==> config.mk <==
export PLATFORM = sky130hd
export DESIGN_NAME = cmd_sequencer
export DESIGN_NICKNAME = d
export VERILOG_FILES = /design/src/rtl/cmd_seq_pkg.sv /design/src/rtl/cmd_seq_timer.sv /design/src/rtl/cmd_sequencer.sv
export SDC_FILE = /design/constraint.sdc
export NUM_CORES = 1
export LEC_CHECK = 0
export CAP_MARGIN = 20
export CORE_MARGIN = 10
export CORE_UTILIZATION = 55
export CTS_CLUSTER_SIZE = 14
export DETAILED_ROUTE_END_ITERATION = 10
export PLACE_DENSITY_LB_ADDON = 0.3
export SLEW_MARGIN = 20
export SYNTH_ARGS = -nofsm -noshare
export SYNTH_HDL_FRONTEND = slang
export SYNTH_HIERARCHICAL = 1
export SYNTH_SLANG_ARGS = --single-unit
==> constraint.sdc <==
create_clock -name clk -period 3.6 [get_ports clk]
set_clock_uncertainty 0.2 [all_clocks]
set_input_delay 0.36 -clock clk [delete_from_list [all_inputs] [get_ports clk]]
set_output_delay 0.36 -clock clk [all_outputs]
set_load 0.03 [all_outputs]
==> src/rtl/cmd_seq_pkg.sv <==
// Shared types for the UART-to-I2C command sequencer: FSM states, command byte field
// positions and the I2C master command word.
package cmd_seq_pkg;

   typedef enum logic [3:0] {
      StIdle,
      StGetReg,
      StGetData,
      StWrPtr,
      StWrData,
      StRdPtr,
      StRdCmd,
      StRdWait,
      StTxOut,
      StPollWait
   } state_e;

   localparam int unsigned ADDR_MSB     = 7;
   localparam int unsigned RW_BIT       = 0;
   localparam int unsigned CONV_BIT     = 7;
   localparam int unsigned REG_MSB      = 6;
   localparam int unsigned MAX_RD_BYTES = 4;

   typedef struct packed {
      logic [6:0] address;
      logic       start;
      logic       read;
      logic       write;
      logic       stop;
   } cmd_t;

endpackage

==> src/rtl/cmd_seq_timer.sv <==
// Loadable down-counter that parks at zero; shared by the inter-byte timeout and the
// conversion poll interval.
module cmd_seq_timer #(
   parameter int unsigned Width = 32
) (
   input  logic             clk_i,
   input  logic             rst_ni,
   input  logic             load_i,
   input  logic [Width-1:0] load_val_i,
   input  logic             en_i,
   output logic             zero_o
);

   logic [Width-1:0] cnt_q, cnt_d;

   always_comb begin
      cnt_d = cnt_q;
      if (load_i) begin
         cnt_d = load_val_i;
      end else if (en_i && (cnt_q != '0)) begin
         cnt_d = cnt_q - Width'(1);
      end
   end

   always_ff @(posedge clk_i or negedge rst_ni) begin
      if (!rst_ni) begin
         cnt_q <= '0;
      end else begin
         cnt_q <= cnt_d;
      end
   end

   assign zero_o = (cnt_q == '0);

endmodule

==> src/rtl/cmd_sequencer.sv <==
// Turns 2/3-byte UART host commands into I2C register writes, single reads and polled
// conversion reads; read bytes are returned on the UART TX stream.
module cmd_sequencer
   import cmd_seq_pkg::*;
#(
   parameter int unsigned RD_BYTES       = 2,
   parameter int unsigned POLL_CYCLES    = 50000,
   parameter int unsigned TIMEOUT_CYCLES = 100000
) (
   input  logic       clk,
   input  logic       rstn,
   input  logic [7:0] s_axis_tdata,
   input  logic       s_axis_tvalid,
   output logic       s_axis_tready,
   output logic [6:0] m_axis_cmd_address,
   output logic       m_axis_cmd_start,
   output logic       m_axis_cmd_read,
   output logic       m_axis_cmd_write,
   output logic       m_axis_cmd_stop,
   output logic       m_axis_cmd_valid,
   input  logic       m_axis_cmd_ready,
   output logic [7:0] m_axis_wr_tdata,
   output logic       m_axis_wr_tvalid,
   input  logic       m_axis_wr_tready,
   input  logic [7:0] s_axis_rd_tdata,
   input  logic       s_axis_rd_tvalid,
   output logic       s_axis_rd_tready,
   output logic [7:0] m_axis_tx_tdata,
   output logic       m_axis_tx_tvalid,
   input  logic       m_axis_tx_tready,
   output logic       busy,
   output logic       timeout_err
);

   localparam logic [1:0] LastIdx = 2'(RD_BYTES - 1);

   state_e     state_q, state_d;
   logic [6:0] addr_q, addr_d, reg_q, reg_d;
   logic       rw_q, rw_d, conv_q, conv_d;
   logic [7:0] data_q, data_d;
   logic [1:0] rd_idx_q, rd_idx_d, tx_idx_q, tx_idx_d;
   logic [7:0] rd_buf_q [MAX_RD_BYTES];
   logic [7:0] rd_buf_d [MAX_RD_BYTES];
   logic       stop_req_q, stop_req_d;
   logic       cmd_done_q, cmd_done_d, wr_done_q, wr_done_d;
   logic       active_q;
   logic       rd_phase, rx_fire, cmd_ok, wr_ok;
   logic       tmr_load, tmr_en, tmr_zero;
   logic [31:0] tmr_val;
   cmd_t       cmd;

   cmd_seq_timer #(
      .Width(32)
   ) u_timer (
      .clk_i     (clk),
      .rst_ni    (rstn),
      .load_i    (tmr_load),
      .load_val_i(tmr_val),
      .en_i      (tmr_en),
      .zero_o    (tmr_zero)
   );

   // active_q keeps the RX ready low while reset is asserted.
   assign rd_phase = state_q inside {StRdPtr, StRdCmd, StRdWait, StTxOut, StPollWait};
   assign s_axis_tready = active_q &&
                          ((state_q inside {StIdle, StGetReg, StGetData}) || (conv_q && rd_phase));
   assign rx_fire = s_axis_tvalid && s_axis_tready;
   assign busy    = (state_q != StIdle);

   assign m_axis_cmd_address = cmd.address;
   assign m_axis_cmd_start   = cmd.start;
   assign m_axis_cmd_read    = cmd.read;
   assign m_axis_cmd_write   = cmd.write;
   assign m_axis_cmd_stop    = cmd.stop;

   always_comb begin
      state_d    = state_q;
      addr_d     = addr_q;
      rw_d       = rw_q;
      conv_d     = conv_q;
      reg_d      = reg_q;
      data_d     = data_q;
      rd_idx_d   = rd_idx_q;
      tx_idx_d   = tx_idx_q;
      rd_buf_d   = rd_buf_q;
      stop_req_d = stop_req_q;
      cmd_done_d = cmd_done_q;
      wr_done_d  = wr_done_q;
      cmd              = '0;
      m_axis_cmd_valid = 1'b0;
      m_axis_wr_tdata  = '0;
      m_axis_wr_tvalid = 1'b0;
      s_axis_rd_tready = 1'b0;
      m_axis_tx_tdata  = '0;
      m_axis_tx_tvalid = 1'b0;
      timeout_err      = 1'b0;
      tmr_load         = 1'b0;
      tmr_val          = '0;
      tmr_en           = 1'b0;
      // A transfer counts as done if it completed earlier or completes this cycle.
      cmd_ok = cmd_done_q || m_axis_cmd_ready;
      wr_ok  = wr_done_q || m_axis_wr_tready;

      if (rx_fire && rd_phase) stop_req_d = 1'b1;

      unique case (state_q)
         StIdle: begin
            if (rx_fire) begin
               addr_d     = s_axis_tdata[ADDR_MSB:1];
               rw_d       = s_axis_tdata[RW_BIT];
               stop_req_d = 1'b0;
               tmr_load   = 1'b1;
               tmr_val    = 32'(TIMEOUT_CYCLES - 1);
               state_d    = StGetReg;
            end
         end
         StGetReg, StGetData: begin
            tmr_en = 1'b1;
            if (rx_fire) begin
               tmr_load = 1'b1;
               tmr_val  = 32'(TIMEOUT_CYCLES - 1);
               if (state_q == StGetReg) begin
                  conv_d  = s_axis_tdata[CONV_BIT];
                  reg_d   = s_axis_tdata[REG_MSB:0];
                  state_d = rw_q ? StRdPtr : StGetData;
               end else begin
                  data_d  = s_axis_tdata;
                  state_d = StWrPtr;
               end
            end else if (tmr_zero) begin
               timeout_err = 1'b1;
               state_d     = StIdle;
            end
         end
         StWrPtr, StRdPtr, StWrData: begin
            cmd.address      = addr_q;
            cmd.write        = 1'b1;
            cmd.start        = (state_q != StWrData);
            cmd.stop         = (state_q == StWrData);
            m_axis_cmd_valid = !cmd_done_q;
            m_axis_wr_tdata  = (state_q == StWrData) ? data_q : {1'b0, reg_q};
            m_axis_wr_tvalid = !wr_done_q;
            if (cmd_ok && wr_ok) begin
               cmd_done_d = 1'b0;
               wr_done_d  = 1'b0;
               rd_idx_d   = '0;
               unique case (state_q)
                  StWrPtr: state_d = StWrData;
                  StRdPtr: state_d = StRdCmd;
                  default: state_d = StIdle;
               endcase
            end else begin
               cmd_done_d = cmd_ok;
               wr_done_d  = wr_ok;
            end
         end
         StRdCmd: begin
            cmd.address      = addr_q;
            cmd.start        = (rd_idx_q == '0);
            cmd.read         = 1'b1;
            cmd.stop         = (rd_idx_q == LastIdx);
            m_axis_cmd_valid = 1'b1;
            if (m_axis_cmd_ready) state_d = StRdWait;
         end
         StRdWait: begin
            s_axis_rd_tready = 1'b1;
            if (s_axis_rd_tvalid) begin
               rd_buf_d[rd_idx_q] = s_axis_rd_tdata;
               if (rd_idx_q == LastIdx) begin
                  tx_idx_d = '0;
                  state_d  = StTxOut;
               end else begin
                  rd_idx_d = rd_idx_q + 2'd1;
                  state_d  = StRdCmd;
               end
            end
         end
         StTxOut: begin
            m_axis_tx_tvalid = 1'b1;
            m_axis_tx_tdata  = rd_buf_q[tx_idx_q];
            if (m_axis_tx_tready) begin
               tx_idx_d = tx_idx_q + 2'd1;
               if (tx_idx_q == LastIdx) begin
                  if (conv_q && !(stop_req_q || rx_fire)) begin
                     tmr_load = 1'b1;
                     tmr_val  = 32'(POLL_CYCLES - 1);
                     state_d  = StPollWait;
                  end else begin
                     stop_req_d = 1'b0;
                     state_d    = StIdle;
                  end
               end
            end
         end
         StPollWait: begin
            tmr_en = 1'b1;
            // A stop byte beats an expiring poll interval.
            if (stop_req_q || rx_fire) begin
               stop_req_d = 1'b0;
               state_d    = StIdle;
            end else if (tmr_zero) begin
               state_d = StRdPtr;
            end
         end
         default: state_d = StIdle;
      endcase
   end

   always_ff @(posedge clk or negedge rstn) begin
      if (!rstn) begin
         state_q    <= StIdle;
         addr_q     <= '0;
         rw_q       <= 1'b0;
         conv_q     <= 1'b0;
         reg_q      <= '0;
         data_q     <= '0;
         rd_idx_q   <= '0;
         tx_idx_q   <= '0;
         stop_req_q <= 1'b0;
         cmd_done_q <= 1'b0;
         wr_done_q  <= 1'b0;
         active_q   <= 1'b0;
         for (int unsigned i = 0; i < MAX_RD_BYTES; i++) rd_buf_q[i] <= '0;
      end else begin
         state_q    <= state_d;
         addr_q     <= addr_d;
         rw_q       <= rw_d;
         conv_q     <= conv_d;
         reg_q      <= reg_d;
         data_q     <= data_d;
         rd_idx_q   <= rd_idx_d;
         tx_idx_q   <= tx_idx_d;
         stop_req_q <= stop_req_d;
         cmd_done_q <= cmd_done_d;
         wr_done_q  <= wr_done_d;
         active_q   <= 1'b1;
         rd_buf_q   <= rd_buf_d;
      end
   end

endmodule

==> results of run 1 <==
-- layer usage --
layer,share of wire,track usage
met1,0.44,0.238
met2,0.48,0.286
met3,0.064,0.0453
met4,0.012,0.0648
met5,0,0
-- final cells by class --
class	instances	area, um^2	share of cell area
clock buffer	9	124	0.0185
multi-input combinational	420	3060	0.456
clock inverter	7	109	0.0162
sequential	100	2500	0.373
inverter	17	63.8	0.00951
timing repair buffer	70	681	0.101
tap	136	170	0.0254
-- sequential cells by signal (all words and copies together), names as in the netlist, 2 cells and up --
name,count
reg_q,7
state_q,4
rd_buf_q,32
rd_idx_q,2
data_q,8
tx_idx_q,2
u_timer/cnt_q,32
addr_q,7
-- metrics by stage --
step | cell area, um^2 | power (uW) | utilization | cells
2_1_floorplan | 5750 | 3270 | - | 562
3_3_place_gp | 6450 | 3770 | 0.633 | 742
3_5_place_dp | 6450 | 3840 | 0.633 | 742
4_1_cts | 6700 | 4680 | 0.657 | 759
5_1_grt | 6710 | 5000 | 0.659 | 759
6_report | 6710 | 4690 | 0.659 | 759
-- Yosys cell counts (all sizes together) (4+ instances only) --
master	number
or3	8
clkbuf	12
and2	16
nor2b	5
inv	16
mux2i	4
o41ai	8
ha	6
nand2	40
a22oi	9
nor2	45
nor3	20
mux2	58
xnor2	9
or2	4
a21oi	17
mux4	8
nand4	7
or4b	5
dfrtp	100
and3	5
nand2b	6
nor4b	4
buf	13
nand3	11
nor4	7
or4	8
o21ai	29
a31oi	15
-- final timing paths --
kind                                      end  slack [ps]  cells past startpoint
min reg2reg                       rd_buf_q[9]         310                      1
max in group asynchronous           data_q[4]        2100                      3
max                        m_axis_wr_tdata[4]         280                      6
min                               rd_buf_q[9]         310                      1
max reg2reg                  u_timer/cnt_q[3]         290                      9
min in group asynchronous         rd_buf_q[0]         400                      2
-- power breakdown --
| part | leakage, uW | internal [uW] | switching (uW) | total (uW) |
|---|---|---|---|---|
| registers | 0.00127 | 1490 | 396 | 1880 |
| logic | 0.00146 | 890 | 1090 | 1980 |
| clock network | 0.000115 | 404 | 425 | 829 |
| total | 0.00285 | 2780 | 1910 | 4690 |
-- what timing repair did --
| action | CTS | global route |
|---|---|---|
| hold buffers | 1 | 0 |
| endpoints found under the setup margin | 1 | 10 |
| resized for setup | 2 | 4 |
| endpoints found under the hold margin | 63 | 0 |
-- critical path: cells and delay by family, from the launching register on --
kind	cells	cell delay, ps
AOI/OAI and AO/OA	1	170
xor gates and xnor gates	1	100
buffers and inverters	2	960
DFF	1	680
and+or+nand+nor	2	470
-- cell families after synthesis --
kind of cell | count (synthesis)
AND/OR/NAND/NOR | 202
AO/OA/AOI/OAI | 110
flip-flops | 100
multiplexers | 70
buffers and inverters | 42
XOR/XNOR | 11
adder cells (fa/ha/maj) | 7
other | 2
==> out/metrics.cfg, run 1 <==
[yosys]
ys_seq_area_frac=0.440
muxShareOfSynthArea=0.155
synth_top_family_by_area=simple AND/OR/NAND/NOR gates
ys.flop_type=dfrtp_1
yosys.area.top_type=dfrtp_1
netlist_top_cells_area=dfrtp_1, mux2_2, mux4_2
netlist.area_leader.share=0.440
ys_warn_count=6
synth_area_per_cell_um2=10.4
syn_inst=544
synthArstFlopShare=1.00
synth_xor_area_frac=0.0169
yosys.area_share.adder=0.0150
syn_area_um2=5680
synthSimpleGateAreaFrac=0.197
synth_edf_count=0
synth.distinct_cells=79
synth_compound_area_frac=0.139
ys_ff_latch=100

[clocking]
h-tree-depth=3
cts.path.max_buffers=2
postCtsSetupRepairBufs=0
path_clk_slew_ps=100
numCtsBuffers=9
cts.sink_count=100
root_buffer=clkbuf_8
cts_tree=done
clkLatencyLatePin_ps=370

[setup_path]
cp-start-kind=flip-flop
slowest_delay_ps=700
crit_arrival_ps=2760
endpoint_kind=output port
path_class=flip-flop to output port
worstPathCellList=buf_4 > xnor2_1 > nor2_2 > a22oi_1 > nor2_1 > clkdlybuf4s50_1
critical_path_required_ps=3040
cp_slowest_cell=clkdlybuf4s50_1
r2r_start=state_q[0]
crit_start=state_q[2]
critPathMaxFanout=19

[drt]
wl_per_cell_um=17.4
drt-initial-drc-count=271
remaining_drc_errors=0
vias=4519
final_antenna_net_count=0
wirelength_um=13200
dr.pass1.iters=4
viasPerCell=5.95

[grt]
track_usage=0.181
grt_pass1_wl_um=22100
grt_antenna_before_repair=0
grt_max_degree=65
gr-total-overflow=0
grt_pass1_vias=4484

[final_layout]
n_fill_cell=803
syn_to_final_growth_pct=18.1
diodes=0
layout-drive-gt1-share=0.199
layout_commonest_cell=dfrtp_1
layout_common_cells=dfrtp_1, mux2_2, clkdlybuf4s50_1
nets=647

[power_and_ir_drop]
vdd_drop_max_v=0.000543
p_leak_uw=0.00285
p_per_area_nw_per_um2=699

[run]
cap_violations=0

[die]
fp.dieW_um=122
rows=37
initial_utilization=0.558
coreArea_um2=10200
io_pins=57
die_y_um=122
die-area_um2=14800

[timing]
hold-worst-slack_ps=309
timing.final.crit_period_ps=3320
maxSlewViolCount=0
maxSlewHeadroom=0.452
hold_viol=0
rsz0062_at_grt=no
max_freq_mhz=301
tns_ps=0
setup_viol=0
worst_pin_slew_ps=823
layout_setup_ws_ps=282
fin_crit_sh=0.922

[hold_path]
min_path_type=flip-flop to flip-flop
hold_start=rd_buf_q[9]

[placed_design]
gp_congestion=0.902
io_buffers=56
dp_slack_ps=380
dpl.hpwl_um=9440

[outcome]
status=completed

Note: power is estimated with default switching activity, not from simulation.
==> run 2, diff against run 1 <==
Settings changed: CELL_PAD_IN_SITES_DETAIL_PLACEMENT set to 1, CELL_PAD_IN_SITES_GLOBAL_PLACEMENT set to 2, CORE_UTILIZATION 55 to 37.
==> run 2 against run 1 <==
First-iteration DRC count shrank 38%. Setup slack lost 68 ps. Utilization shrank 20 points. Non-clock buffer count grew 11. Critical endpoint is now timeout_err.
==> out/metrics.cfg, run 2 (synthesized netlist as in run 1, its figures left out) <==
[grt]
gr-total-overflow=0  ; unchanged
grt_max_degree=82  ; was 65
track_usage=0.156  ; was 0.181
grt_pass1_vias=4847  ; was 4484
grt_pass1_wl_um=25900  ; was 22100 um
grt_antenna_before_repair=0  ; unchanged

[die]
fp.dieW_um=144  ; was 122 um
initial_utilization=0.375  ; was 0.558
rows=45  ; was 37
coreArea_um2=15100  ; was 10200 um^2
die_y_um=144  ; was 122 um
io_pins=57  ; unchanged
die-area_um2=20700  ; was 14800 um^2

[setup_path]
path_class=flip-flop to output port  ; unchanged
crit_start=u_timer/cnt_q[1]  ; was state_q[2]
critPathMaxFanout=7  ; was 19
cp-start-kind=flip-flop  ; unchanged
slowest_delay_ps=680  ; was 700 ps
r2r_start=state_q[2]  ; was state_q[0]
critical-path-top-delay-family=simple AND/OR/NAND/NOR gates  ; was buffers and inverters
critical_path_required_ps=3040  ; about the same
crit_arrival_ps=2830  ; was 2760 ps
crit_top_cell=and3_2
cp_num_buf_inv=2  ; unchanged
endpoint_kind=output port  ; unchanged
cp_slowest_cell=clkdlybuf4s50_1  ; unchanged
worstPathCellList=inv_1 > ha_1 > nor4b_2 > and3_2 > and3_2 > o2111a_1 > clkdlybuf4s50_1  ; was buf_4 > xnor2_1 > nor2_2 > a22oi_1 > nor2_1 > clkdlybuf4s50_1

[timing]
max_freq_mhz=295  ; was 301 MHz
setup_viol=0  ; unchanged
maxSlewViolCount=0  ; unchanged
hold_viol=0  ; unchanged
tns_ps=0  ; unchanged
maxSlewHeadroom=0.488  ; was 0.452
timing.final.crit_period_ps=3390  ; was 3320 ps
fin_crit_sh=0.941  ; was 0.922
rsz0062_at_grt=no  ; unchanged
worst_pin_slew_ps=768  ; was 823 ps

[final_layout]
syn_to_final_growth_pct=22.2  ; was 18.1%
seq_area_um2=2500  ; about the same
finalInstanceArea_um2=6940  ; was 6710 um^2
layout_commonest_cell=dfrtp_1  ; unchanged
diodes=0  ; unchanged
nets=658  ; was 647
reg_top3=rd_buf_q: 32 flops, u_timer/cnt_q: 32 flops, data_q: 8 flops  ; unchanged
layout-drive-gt1-share=0.210  ; was 0.199
n_fill_cell=1681  ; was 803
layout_common_cells=dfrtp_1, mux2_2, clkdlybuf4s50_1  ; unchanged
multi_input_area_um2=3050  ; was 3060 um^2

[clocking]
cts.sink_count=100  ; unchanged
cts.path.max_buffers=2  ; unchanged
postCtsSetupRepairBufs=0  ; unchanged
h-tree-depth=3  ; unchanged
path_clk_slew_ps=70  ; was 100 ps
cts_tree=done  ; unchanged
numCtsBuffers=9  ; unchanged
clkLatencyLatePin_ps=350  ; was 370 ps
root_buffer=clkbuf_16  ; was clkbuf_8

[hold_path]
min_path_type=flip-flop to flip-flop  ; unchanged
hold_start=rd_buf_q[25]  ; was rd_buf_q[9]

[placed_design]
dpl_cell_area_um2=6580  ; was 6450 um^2
io_buffers=56  ; unchanged
dpl.hpwl_um=11100  ; was 9440 um
gp_congestion=0.866  ; was 0.902

[drt]
wl_per_cell_um=18.7  ; was 17.4 um
final_antenna_net_count=0  ; unchanged
remaining_drc_errors=0  ; unchanged
wirelength_um=15400  ; was 13200 um
vias=4536  ; was 4519
dr.pass1.iters=6  ; was 4
viasPerCell=5.52  ; was 5.95
drt-initial-drc-count=168  ; was 271

[outcome]
status=completed  ; unchanged

[power_and_ir_drop]
vdd_drop_max_v=0.000335  ; was 0.000543 V
p_per_area_nw_per_um2=730  ; was 699 nW/um^2
p_leak_uw=0.00292  ; was 0.00285 uW

[run]
cap_violations=0  ; unchanged

[run 2: worst reg2reg max path: cells and delay by family, from the launching register on]
family / cells / cell delay (ps)
flops: 1 / 580
simple gates: 4 / 1200
compound gates: 2 / 400
buf+inv: 3 / 670
[run 2: power by group]
| group | total (uW) | internal, uW | leakage [uW] | switching [uW] |
|---|---|---|---|---|
| clock network | 1120 | 684 | 0.000164 | 437 |
| logic | 2050 | 930 | 0.00149 | 1120 |
| registers | 1890 | 1490 | 0.00127 | 404 |
| total | 5070 | 3110 | 0.00292 | 1970 |
[run 2: path summary, 6_finish.rpt]
| kind | endpoint | slack [ps] | cells after the start |
|---|---|---|---|
| max | timeout_err | 210 | 7 |
| min | rd_buf_q[25] | 300 | 1 |
| max reg2reg | u_timer/cnt_q[6] | 430 | 9 |
| min reg2reg | rd_buf_q[25] | 300 | 1 |
| max in group asynchronous | reg_q[4] | 2000 | 3 |
| min in group asynchronous | rd_buf_q[27] | 410 | 2 |
[run 2: stage by stage]
stage,util,hold WS (ps),power [uW],setup WS (ps),cells
2_1_floorplan,-,-136,3270,470,562
3_3_place_gp,0.435,281,3890,504,805
3_5_place_dp,0.435,289,3980,390,805
4_1_cts,0.457,56.4,5120,43.0,821
5_1_grt,0.458,314,5430,37.5,822
6_report,0.458,303,5070,214,822
[run 2: routing by layer]
metal,vias to the layer above,part of all wire,GRT usage
li1,2167,-,-
met1,2297,0.46,0.199
met2,60,0.49,0.262
met3,12,0.035,0.0284
met4,0,0.012,0.0467
met5,-,0,0
[run 2: area by class of cell]
| type | count | share of cell area |
|---|---|---|
| multi-input combinational | 420 | 0.439 |
| sequential | 100 | 0.361 |
| tap | 188 | 0.0339 |
| timing repair buffer | 81 | 0.108 |
| clock inverter | 5 | 0.0155 |
| inverter | 17 | 0.00919 |
| clock buffer | 11 | 0.0335 |
[run 2: repair_timing]
action / in CTS / in global routing
resized for setup: 0 / 4
setup endpoints to repair: 0 / 2
endpoints found under the hold margin: 0 / 80
hold buffers: 0 / 1
==> run 3, diff against run 2 <==
Settings changed: CAP_MARGIN 20 to unset.
==> results of run 3 <==
The final DEF is identical to that of run 2; final timing and power are the same.
